===== src/rtl/acumulador_digitos_teclado.sv =====
// Debounced BCD keypad digit accumulator: one digit per press/release, newest digit in nibble 0.
// Optional APAGAR_EN macro adds an 'apagar' (backspace) input that drops the newest digit.
module acumulador_digitos_teclado #(
    parameter int unsigned NUM_DIGITOS    = 4,
    parameter int unsigned ESTAVEL_CICLOS = 3
) (
    input  logic                               clk,
    input  logic                               resetN,
    input  logic [3:0]                         entradaBCD,
    input  logic                               dadoValidoN,
    input  logic                               limpar,
`ifdef APAGAR_EN
    input  logic                               apagar,
`endif
    output logic [4*NUM_DIGITOS-1:0]           digitos,
    output logic [$clog2(NUM_DIGITOS+1)-1:0]   quantidade,
    output logic                               cheio,
    output logic                               novoDigito,
    output logic                               transbordo
);

    localparam int unsigned DW = 4 * NUM_DIGITOS;
    localparam int unsigned QW = $clog2(NUM_DIGITOS + 1);
    localparam int unsigned CW = $clog2(ESTAVEL_CICLOS);
    localparam logic [CW-1:0] CntMax = CW'(ESTAVEL_CICLOS - 1);
    localparam logic [QW-1:0] QtdMax = QW'(NUM_DIGITOS);

    typedef enum logic [1:0] {Ocioso, Confirmando, Pressionado, Soltando} estadoT;

    estadoT          estadoQ, estadoD;
    logic [CW-1:0]   cntQ, cntD;
    logic [3:0]      capturadoQ, capturadoD;
    logic [DW-1:0]   digitosQ, digitosD;
    logic [QW-1:0]   quantidadeQ, quantidadeD;
    logic            novoQ, novoD;
    logic            transbordoQ, transbordoD;
    logic            aceitar;
    logic            cheioQ;
    logic            apagarIn;

`ifdef APAGAR_EN
    assign apagarIn = apagar;
`else
    assign apagarIn = 1'b0;
`endif

    assign cheioQ = (quantidadeQ == QtdMax);

    always_ff @(posedge clk) begin
        if (!resetN) begin
            estadoQ     <= Ocioso;
            cntQ        <= '0;
            capturadoQ  <= '0;
            digitosQ    <= '0;
            quantidadeQ <= '0;
            novoQ       <= 1'b0;
            transbordoQ <= 1'b0;
        end else begin
            estadoQ     <= estadoD;
            cntQ        <= cntD;
            capturadoQ  <= capturadoD;
            digitosQ    <= digitosD;
            quantidadeQ <= quantidadeD;
            novoQ       <= novoD;
            transbordoQ <= transbordoD;
        end
    end

    always_comb begin
        estadoD    = estadoQ;
        cntD       = cntQ;
        capturadoD = capturadoQ;
        aceitar    = 1'b0;
        unique case (estadoQ)
            Ocioso: begin
                // Codes 10-15 are not digits and never start a debounce.
                if (!dadoValidoN && (entradaBCD <= 4'd9)) begin
                    capturadoD = entradaBCD;
                    cntD       = CW'(1);
                    estadoD    = Confirmando;
                end
            end
            Confirmando: begin
                if (dadoValidoN || (entradaBCD != capturadoQ)) begin
                    cntD    = '0;
                    estadoD = Ocioso;
                end else if (cntQ == CntMax) begin
                    aceitar = 1'b1;
                    cntD    = '0;
                    estadoD = Pressionado;
                end else begin
                    cntD = cntQ + CW'(1);
                end
            end
            Pressionado: begin
                if (dadoValidoN) begin
                    cntD    = CW'(1);
                    estadoD = Soltando;
                end
            end
            Soltando: begin
                if (!dadoValidoN) begin
                    cntD    = '0;
                    estadoD = Pressionado;
                end else if (cntQ == CntMax) begin
                    cntD    = '0;
                    estadoD = Ocioso;
                end else begin
                    cntD = cntQ + CW'(1);
                end
            end
            default: estadoD = Ocioso;
        endcase
    end

    // Priority: limpar, then an accepted press, then apagar.
    always_comb begin
        digitosD    = digitosQ;
        quantidadeD = quantidadeQ;
        novoD       = 1'b0;
        transbordoD = 1'b0;
        if (limpar) begin
            digitosD    = '0;
            quantidadeD = '0;
        end else if (aceitar) begin
            if (cheioQ) begin
                transbordoD = 1'b1;
            end else begin
                digitosD    = (digitosQ << 4) | DW'(capturadoQ);
                quantidadeD = quantidadeQ + QW'(1);
                novoD       = 1'b1;
            end
        end else if (apagarIn && (quantidadeQ != '0)) begin
            digitosD    = digitosQ >> 4;
            quantidadeD = quantidadeQ - QW'(1);
        end
    end

    assign digitos    = digitosQ;
    assign quantidade = quantidadeQ;
    assign cheio      = cheioQ;
    assign novoDigito = novoQ;
    assign transbordo = transbordoQ;

endmodule


===== config.mk =====
export PLATFORM = sky130hd
export DESIGN_NAME = acumulador_digitos_teclado
export DESIGN_NICKNAME = d
export VERILOG_FILES = /design/src/rtl/acumulador_digitos_teclado.sv
export SDC_FILE = /design/constraint.sdc
export NUM_CORES = 1
export LEC_CHECK = 0
export CAP_MARGIN = 20
export CORE_MARGIN = 10
export CORE_UTILIZATION = 30
export CTS_BUF_LIST = sky130_fd_sc_hd__clkbuf_16
export DETAILED_ROUTE_END_ITERATION = 7
export REMOVE_ABC_BUFFERS = 1
export SYNTH_ARGS = -nofsm -noshare
export SYNTH_HDL_FRONTEND = slang
export SYNTH_SLANG_ARGS = --single-unit
export TNS_END_PERCENT = 100

===== constraint.sdc =====
create_clock -name clk -period 3.4 [get_ports clk]
set_input_delay 0.68 -clock clk [delete_from_list [all_inputs] [get_ports clk]]
set_output_delay 0.68 -clock clk [all_outputs]
set_load 0.01 [all_outputs]

==> impl_metrics.py, run 1 <==
metrics = {
    "route": {
        "final_antenna_net_count": 0,
        "drc": 0,
        "dr_total_vias": 1090,
        "initialDrtViolationCount": 59,
        "drt-total-wl_mm": 3.07,
        "wl_per_cell_um": 14.2,
        "drtPass1Iterations": 4,
        "avgViaCountPerCell": 5.05,
    },
    "yosys": {
        "synth-async-reset-ratio": 0,
        "synth_edf_count": 0,
        "avgSynthCellArea_um2": 9.61,
        "synthFlopType": "dfxtp_1",
        "synthesis.area_um2": 1280,
        "netlist_instances": 133,
        "synth.area.top_cells": "dfxtp_1 45%, mux2i_1 16%, nand2_1 7.6%, nor2b_1 2.9%, xnor2_1 2.1%",
        "synth_top_area_frac": 0.454,
        "ys_warn_count": 0,
        "synth_top_cell_by_area": "dfxtp_1",
        "yosys.cell_count.top_type": "dfxtp_1",
        "synth_commonest_cells": "29 x dfxtp_1, 26 x nand2_1, 20 x mux2i_1, 6 x nor2b_1, 5 x clkbuf_1",
        "synth_cell_types": 32,
        "ys_ff_latch": 29,
        "ys_seq_area_frac": 0.454,
    },
    "global_route": {
        "top_usage_layer": "met2",
        "antenna_found_initial": 0,
        "gr-usage-met1": 0.0903,
        "use_met2": 0.138,
        "use_met3": 0.0526,
        "grt_max_degree": 14,
        "grt_use_total": 0.0876,
        "grt_pass1_wl_mm": 5.08,
        "first_global_vias": 1121,
        "overflow": 0,
    },
    "final_layout": {
        "multi_input_area_um2": 651,
        "n_antenna_cell": 0,
        "nFillCells": 389,
        "drive_above_1_share": 0.0783,
        "nets": 175,
        "syn2layout_area_growth_pct": 38.5,
        "fin_cells": 216,
        "register_area_um2": 581,
    },
    "cts": {
        "clock_latency_ns": 0.28,
        "cts_buffer_depth": 2,
        "htreeDepth": 2,
        "ctsRootBufferMaster": "clkbuf_16",
        "cts_made_buffers": 5,
        "ctsResizeCount": 0,
        "path_clk_slew_ns": 0.05,
        "cts_hold_buf": 0,
        "cts_sinks": 29,
        "cts_setup_buffers": 0,
        "cts_tree": "built",
    },
    "sta": {
        "fmax_mhz": 407,
        "finalCritPeriodShare": 0.722,
        "fin_crit_ns": 2.46,
        "worst_pin_slew_ns": 0.595,
        "fin_setup_tns_ns": 0,
        "max-slew-margin-rel": 0.603,
        "rsz0062_at_grt": "false",
        "final_max_slew_viol_count": 0,
        "whs_ns": 0.459,
        "clock_skew_ns": 0.00490,
        "hold_viol_final": 0,
        "setup_viol": 0,
    },
    "worst_setup_path": {
        "cp.arrival_ns": 2.66,
        "critPathKind": "in -> reg",
        "crit_chain": "clkdlybuf4s50_1 > or3b_4 > or4_4 > nor2_4 > mux2i_1",
        "endpoint_kind": "register",
        "path_max_fanout": 12,
        "r2r_end": "digitos[4]",
        "r2r_cells": 6,
        "reg2reg_from": "quantidade[0]",
        "cp-start-kind": "primary input",
        "cp_slowest_stage_delay_ns": 0.48,
        "slowest_stage": "clkdlybuf4s50_1",
        "crit_family": "simple AND/OR/NAND/NOR gates",
        "reg2reg_slack_ns": 1.27,
        "critPathBufInv": 1,
        "worst_ep_required_time_ns": 3.60,
    },
    "floorplanning": {
        "die_y_um": 85.3,
        "num_io_pins": 30,
        "start_util": 0.315,
        "num_rows": 23,
        "fp.coreArea_um2": 4060,
        "die_area_um2": 7270,
        "die_w_um": 85.3,
    },
    "worst_hold_path": {
        "whs_path_depth": 2,
        "hp-start": "digitos[14]",
        "worstHoldPathType": "reg -> reg",
        "min_to": "digitos[14]",
    },
    "placed_design": {
        "dp.cells": 208,
        "port_buffers": 29,
        "place_congestion": 0.735,
        "dp_hpwl_mm": 2.32,
    },
    "run": {
        "max_cap_violations": 0,
    },
    "pwr": {
        "powerDensity_nw_per_um2": 501,
        "ir_worst_vdd_mv": 0.232,
        "power.total_mw": 0.887,
        "power_leakage_nw": 0.637,
    },
    "outcome": {
        "status": "complete, no violations",
    },
}
==> layout make-up <==
cell class,count,area share
multi-input combinational,96,0.368
sequential,29,0.328
timing repair buffer,31,0.173
clock buffer,5,0.0707
tap,50,0.0354
clock inverter,3,0.0212
inverter,2,0.00424
==> cell usage in the layout (no fill, tap or decap), types with 2 or more instances in the layout <==
master            n
inv_1             3
nand2b_1          2
mux2i_1          20
o221a_2           2
nand2_1          26
dfxtp_1          29
o21ai_0           4
nor2_1            2
nor3_1            4
a31oi_1           2
buf_4             2
nor2b_1           6
xnor2_1           3
a21oi_1           3
and3_1            2
clkbuf_16         5
clkdlybuf4s50_1  29
nor4_1            2
ha_1              2
nand3_1           3
==> worst reg2reg max path: stages (launching register included) <==
cell and delay, ns:
dfxtp_1 0.37, inv_1 0.08, ha_1 0.21, and2_1 0.20
or4_4 0.57, nor2_4 0.37, mux2i_1 0.26
==> stage by stage <==
step	setup WS [ns]	util	instance area (um2)
6_report	0.944	0.436	1770
5_1_grt	0.834	0.436	1770
4_1_cts	0.944	0.436	1770
3_5_place_dp	0.661	0.396	1610
3_3_place_gp	0.687	0.396	1610
2_1_floorplan	1.32	-	1240
==> state kept, by name, indices dropped and copies added, names as in the netlist <==
name        count
digitos        16
capturadoQ      4
quantidade      3
cntQ            2
estadoQ         2
novoDigito      1
transbordo      1
==> power by group <==
part | internal (mW) | switching (mW) | leakage, nW
Sequential | 0.346 | 0.00620 | 0.234
Clock | 0.339 | 0.148 | 0.0826
Combinational | 0.0233 | 0.0246 | 0.319
==> cells by family (layout without fill, tap and decap cells) <==
family                     Yosys count  after routing  share of synthesized area
muxes                               20             20                      0.157
DFF                                 29             29                      0.454
AOI/OAI and AO/OA                   15             15                     0.0803
adders and majority gates            2              2                     0.0196
buffers and inverters                8             41                     0.0362
xor gates and xnor gates             4              4                     0.0274
and+or+nand+nor                     55             55                      0.225
==> worst max path at each step <==
stage,startpoint,to,depth (start not counted)
2_1_floorplan,dadoValidoN,digitos[15],4
3_3_place_gp,dadoValidoN,digitos[1],5
3_5_place_dp,dadoValidoN,digitos[15],5
4_1_cts,dadoValidoN,digitos[4],5
5_1_grt,dadoValidoN,digitos[13],5
6_report,dadoValidoN,digitos[4],5
==> layer usage <==
metal	wire length, um	up-vias	part of all wire
met3	241	6	0.078
met1	1300	531	0.42
met5	0	-	0
met2	1470	29	0.48
met4	57	0	0.019
li1	-	524	-
Note: power is estimated with default switching activity, not from simulation.
==> run 2: changes to the inputs <==
==> constraint.sdc (replaced) <==
create_clock -name clk -period 2.6 [get_ports clk]
set_input_delay 0.52 -clock clk [delete_from_list [all_inputs] [get_ports clk]]
set_output_delay 0.52 -clock clk [all_outputs]
set_load 0.01 [all_outputs]
==> impl_metrics.py, run 2 (same netlist as run 1, synthesis figures left out) <==
metrics = {
    "outcome": {
        "status": "complete, no violations",
    },
    "route": {
        "initialDrtViolationCount": 39,
        "dr_total_vias": 1065,
        "drt-total-wl_mm": 3.04,
        "drtPass1Iterations": 4,
        "wl_per_cell_um": 13.8,
        "avgViaCountPerCell": 4.84,
        "drc": 0,
        "final_antenna_net_count": 0,
    },
    "floorplanning": {
        "die_y_um": 85.3,
        "die_w_um": 85.3,
        "num_io_pins": 30,
        "fp.coreArea_um2": 4060,
        "die_area_um2": 7270,
        "num_rows": 23,
        "start_util": 0.315,
    },
    "sta": {
        "setup_viol": 0,
        "clock_skew_ns": 0.00154,
        "finalCritPeriodShare": 0.833,
        "final_max_slew_viol_count": 0,
        "fin_setup_tns_ns": 0,
        "fmax_mhz": 462,
        "max-slew-margin-rel": 0.747,
        "fin_crit_ns": 2.17,
        "worst_pin_slew_ns": 0.376,
        "rsz0062_at_grt": "false",
        "hold_viol_final": 0,
    },
    "cts": {
        "htreeDepth": 2,
        "cts_made_buffers": 5,
        "cts_setup_buffers": 0,
        "cts_sinks": 29,
        "path_clk_slew_ns": 0.05,
        "ctsResizeCount": 0,
        "cts_hold_buf": 0,
        "cts_tree": "built",
        "cts_buffer_depth": 2,
        "ctsRootBufferMaster": "clkbuf_16",
        "clock_latency_ns": 0.27,
    },
    "placed_design": {
        "dp_hpwl_mm": 2.37,
        "place_congestion": 0.753,
        "port_buffers": 29,
    },
    "pwr": {
        "p_sw_frac": 0.219,
        "pwr-share-clk": 0.508,
        "power_leakage_nw": 0.647,
        "ir_worst_vdd_mv": 0.447,
        "switching_power_mw": 0.234,
        "power_frac_seq": 0.430,
        "p_int_mw": 0.835,
        "power.total_mw": 1.07,
        "powerDensity_nw_per_um2": 597,
        "combPwrFrac": 0.062,
    },
    "global_route": {
        "overflow": 0,
        "grt_max_degree": 14,
        "grt_use_total": 0.0854,
        "grt_pass1_wl_mm": 5.04,
        "first_global_vias": 1115,
        "antenna_found_initial": 0,
    },
    "worst_setup_path": {
        "endpoint_kind": "register",
        "crit_chain": "clkdlybuf4s50_1 > or3b_4 > or4_4 > nor2_4 > buf_12 > mux2i_1",
        "critPathKind": "in -> reg",
        "cp_slowest_stage_delay_ns": 0.48,
        "worst_ep_required_time_ns": 2.79,
        "cp.arrival_ns": 2.36,
        "path_max_fanout": 12,
        "slowest_stage": "clkdlybuf4s50_1",
        "cp-start-kind": "primary input",
    },
    "final_layout": {
        "multi_input_area_um2": 651,
        "register_area_um2": 581,
        "syn2layout_area_growth_pct": 40.3,
        "n_antenna_cell": 0,
        "mostFrequentLayoutCells": "29 x dfxtp_1, 29 x clkdlybuf4s50_1, 26 x nand2_1, 20 x mux2i_1, 6 x nor2b_1",
        "nets": 179,
        "nFillCells": 373,
        "drive_above_1_share": 0.112,
        "largest_register_ff_count": 16,
    },
    "worst_hold_path": {
        "worstHoldPathType": "reg -> reg",
    },
    "run": {
        "max_cap_violations": 0,
    },
}
==> run 2: cell types whose count changed in the layout (fill, tap and decap cells not counted), sizes merged <==
cell      previous run  this run
clkinvlp             0         1
buf                  2         6
clkinv               1         2
bufinv               1         0
inv                  3         2
==> run 2: final timing paths <==
check / cells past startpoint / slack (ns) / to / start
hold / removal: 2 / 0.47 / digitos[12] / digitos[12]
setup / recovery: 6 / 0.43 / digitos[15] / dadoValidoN
hold reg to reg: 2 / 0.47 / digitos[12] / digitos[12]
setup reg to reg: 7 / 0.62 / digitos[15] / quantidade[0]
==> run 2: power groups by stage <==
stage / Combinational, mW / Sequential (mW) / Clock, mW
floorplan: 0.0372 / 0.467 / 0
global placement: 0.0645 / 0.468 / 0
detailed placement: 0.0660 / 0.469 / 0
CTS: 0.0660 / 0.460 / 0.555
global route: 0.0724 / 0.460 / 0.582
finish: 0.0661 / 0.460 / 0.543
==> run 2: critical path: cells and delay by family <==
family / cells / cell delay, ns
and+or+nand+nor: 3 / 0.99
muxes: 1 / 0.21
buffers and inverters: 2 / 0.64
==> run 2: cell type report <==
class / count / area share
Inverter: 2 / 0.00419
Timing Repair Buffer: 35 / 0.194
Clock buffer: 5 / 0.0698
Sequential cell: 29 / 0.324
Tap cell: 50 / 0.0349
Multi-Input combinational cell: 96 / 0.363
Clock inverter: 3 / 0.00978
==> run 2: metrics by stage <==
step	setup WS [ns]	util	hold WS [ns]	std cells	instance area (um2)
3_3_place_gp	0.218	0.406	0.449	212	1650
2_1_floorplan	0.588	-	0.462	127	1240
3_5_place_dp	0.153	0.406	0.460	212	1650
6_report	0.435	0.442	0.467	220	1790
5_1_grt	0.372	0.442	0.501	220	1790
4_1_cts	0.434	0.442	0.471	220	1790
==> run 2: routing by layer <==
metal / GRT usage / part of all wire / vias up
li1: - / - / 543
met4: 0.0449 / 0.014 / 0
met5: 0 / 0 / -
met1: 0.0875 / 0.42 / 492
met2: 0.134 / 0.47 / 24
met3: 0.0507 / 0.090 / 6
==> edit 1: new RTL, settings of run 2 <==
Set the parameter `NUM_DIGITOS` to 8 (it was 4).
--- a/src/rtl/acumulador_digitos_teclado.sv
+++ b/src/rtl/acumulador_digitos_teclado.sv
@@ -2,5 +2,5 @@
 // Optional APAGAR_EN macro adds an 'apagar' (backspace) input that drops the newest digit.
 module acumulador_digitos_teclado #(
-    parameter int unsigned NUM_DIGITOS    = 4,
+    parameter int unsigned NUM_DIGITOS    = 8,
     parameter int unsigned ESTAVEL_CICLOS = 3
 ) (
Interface: changed (resized digitos and quantidade); port bits go from 30 to 47. No check against the original RTL was run, so the function may have changed too.
==> edit 1 against run 2 <==
- clock skew rose by 0.0025 ns
- critical path depth is 1 lower
- critical path type is now reg -> out
- total power up 39%
- largest cell class is now flip-flops and latches
- routed wire length grew 29%
- die area grew 37%
- cell area grew 45%
- utilization shrank 2.7 points
- non-clock buffer count is 13 higher
- setup slack got worse by 0.034 ns
- worst hold slack worse by 0.010 ns
- fmax shrank 1.5%
- area after synthesis grew 50%
- combinational power rose by 5.7%
- sequential cell count up 17
==> edit 1: results <==
global_route:
  grt_first_pass_wirelength_mm: 6.62
  grt_max_degree: 41
  grt_antenna_before_repair: 0
  grtUsageTotal: 0.0803
cts:
  post_cts_buffers: 0
  clk_pin_slew_ns: 0.06
  clk_latency_ns: 0.27
  cts_buffers: 5
drt:
  firstDrtPassIters: 4
  routedWlPerCell_um: 12.6
  drtIter0Drc: 54
  avgViaCountPerCell: 4.57
final_layout:
  nets: 244
  drive_above_1_share: 0.0681
  largest_reg_flops: 32
  antennaDiodeCount: 0
setup_path:
  crit_arrival_ns: 1.68
  max_stage_delay_ns: 0.49
  cp_max_fo: 6
yosys:
  ys_top_cells_by_count: "dfxtp_1, nand2_1, mux2i_1"
  synth.yosys.seq_area_share: 0.480
  ys_types: 32
  async_flop_share: 0
  synth_area_leaders: "dfxtp_1, mux2i_1, nand2_1"
hold_path:
  hold_path.class: "reg -> reg"
place:
  portBuffers: 46
  gp_congestion: 0.743
  dpl.hpwl_mm: 2.84
  placed_area_um2: 2430
timing:
  skew_ns: 0.00408
  slew_headroom: 0.775
power_and_ir_drop:
  total_leakage_power_nw: 0.869
  max-vdd-ir-drop_uv: 410
run_status:
  status: "finished clean"
[edit 1: path summary, 6_finish.rpt]
path                               from                  endpoint  slack [ns]  cells after the start
max          quantidade[0]$_SDFFE_PP0P_                     cheio        0.40                      5
min            digitos[28]$_SDFFE_PP0P_  digitos[28]$_SDFFE_PP0P_        0.46                      2
max reg2reg  quantidade[0]$_SDFFE_PP0P_  digitos[20]$_SDFFE_PP0P_        0.93                      7
min reg2reg    digitos[28]$_SDFFE_PP0P_  digitos[28]$_SDFFE_PP0P_        0.46                      2
[edit 1: layer usage]
metal | vias to the layer above | GRT usage | wire [um]
met3 | 2 | 0.0419 | 392
met2 | 31 | 0.124 | 1720
met5 | - | 0 | 0
li1 | 743 | - | -
met4 | 0 | 0.0364 | 51
met1 | 651 | 0.0900 | 1750
[edit 1: power breakdown]
group / leakage [nW] / internal, mW / switching [mW]
Sequential: 0.371 / 0.712 / 0.00790
Combinational: 0.417 / 0.0319 / 0.0380
Clock: 0.0812 / 0.449 / 0.244
Total: 0.869 / 1.19 / 0.290
[edit 1: kinds of logic (layout without fill, tap and decap cells)]
logic type / after synthesis / count (layout) / synth area share
XOR/XNOR: 4 / 4 / 0.0222
adder cells (fa/ha/maj): 2 / 2 / 0.0130
buffers and inverters: 13 / 59 / 0.0489
multiplexers: 37 / 37 / 0.193
flip-flops: 46 / 46 / 0.480
AND/OR/NAND/NOR: 72 / 72 / 0.185
AO/OA/AOI/OAI: 15 / 15 / 0.0574
[edit 1: final cells by class]
| type | instances | area, um2 |
|---|---|---|
| Sequential cell | 46 | 921 |
| Clock inverter | 3 | 41.3 |
| Fill cell | 625 | 3680 |
| Multi-Input combinational cell | 130 | 906 |
| Timing Repair Buffer | 48 | 500 |
| Clock buffer | 5 | 125 |
| Tap cell | 77 | 96.3 |
| Inverter | 3 | 11.3 |
[edit 1: per-stage QoR]
stage	hold slack [ns]	worst slack [ns]	cells	utilization	total power, mW
detailed placement	0.446	0.284	304	0.388	0.806
global route	0.491	0.301	312	0.414	1.55
global placement	0.447	0.298	304	0.388	0.806
finish	0.457	0.400	312	0.414	1.48
floorplan	0.463	0.122	179	-	0.776
CTS	0.462	0.385	312	0.414	1.51
[edit 1: worst max-delay path: cells and delay by family (launching register included)]
kind | cells | cell delay, ns
fa+ha+maj | 1 | 0.19
buf+inv | 3 | 0.66
flops | 1 | 0.42
simple gates | 1 | 0.14
==> edit 2: new RTL, settings of run 2 <==
Made on the original files. Make the reset (`resetN`) asynchronous in one clocked block.
--- a/src/rtl/acumulador_digitos_teclado.sv
+++ b/src/rtl/acumulador_digitos_teclado.sv
@@ -47,5 +47,5 @@
     assign cheioQ = (quantidadeQ == QtdMax);
 
-    always_ff @(posedge clk) begin
+    always_ff @(posedge clk or negedge resetN) begin
         if (!resetN) begin
             estadoQ     <= Ocioso;
Formal check against the unedited RTL: differs if resetN is asserted again (counterexample within 4 cycles, from zero or initial values and one cycle with resetN low); with resetN held inactive, the same outputs for 10 cycles.
==> edit 2 against run 2 <==
- clock skew rose by 0.0048 ns
- sequential share of layout area rose by 5.9 points
- setup slack got worse by 0.073 ns
- die area increased by 8.7%
- routed wire length increased by 0.72%
- area after synthesis rose by 11%
- global-route usage grew 0.095 points
- sequential cell count stayed put
- cell area is 5.9% higher
- highest routed layer unchanged
Power is not compared: it rests on default switching activity, and its combinational part moved more than twofold at a synthesized area within 25%.
==> edit 2: results <==
run_status:
  status: "finished clean"
drt:
  routed-wl-met3_um: 272
  dr_wl_met2_mm: 1.38
yosys:
  synth-compound-area-share: 0.0580
  synth_area_leaders: "dfrtp_1, mux2i_1, nand2b_1"
  async_flop_share: 1.00
  synth.yosys.seq_area_share: 0.510
  synthAdderAreaFrac: 0.0176
  synth_area_per_cell_um2: 11.6
setup_path:
  max_stage_delay_ns: 0.54
  cp-end-kind: "output pin"
  rr_endpoint: "digitos[14]$_DFFE_PN0P_"
  worstSetupEndpoint: "cheio"
  cp_max_fo: 5
global_route:
  grt_max_degree: 30
  grtUsageTotal: 0.0863
  grt_use_met1: 0.0985
  met2_usage: 0.134
hold_path:
  whs_path_depth: 1
die:
  die_area_um2: 7900
final_layout:
  multi_input_area_share: 0.340
  clock_area_frac: 0.0726
  nFillCells: 445
  inv_count: 4
  drive_above_1_share: 0.0955
timing:
  holdWs_ns: 0.531
  fmax_mhz: 447
place:
  dp_cells: 203
[edit 2: cell types whose count changed after synthesis, sizes merged, moves of 3 or more]
| cell | delta |
|---|---|
| dfrtp | +29 |
| dfxtp | -29 |
| nand2 | -22 |
| nand2b | +19 |
| nor2b | -6 |
| mux2 | +4 |
| mux2i | -4 |
| clkbuf | -3 |
[edit 2: cell families (layout without fill, tap and decap cells)]
group | count (synthesis) | in the layout
simple gates | 45 | 45
compound gates | 14 | 14
fa+ha+maj | 2 | 2
flops | 29 | 29
buf+inv | 9 | 43
mux | 20 | 20
xor+xnor | 4 | 4
[edit 2: power by group]
part           internal (mW)  switching (mW)
logic                  0.103          0.0979
clock network          0.344           0.184
registers              0.501          0.0589
[edit 2: worst max-delay path: cells and delay by family (launching register included)]
family | cells | cell delay (ns)
flip-flops | 1 | 0.42
adder cells (fa/ha/maj) | 1 | 0.17
buffers and inverters | 3 | 0.73
AND/OR/NAND/NOR | 1 | 0.13
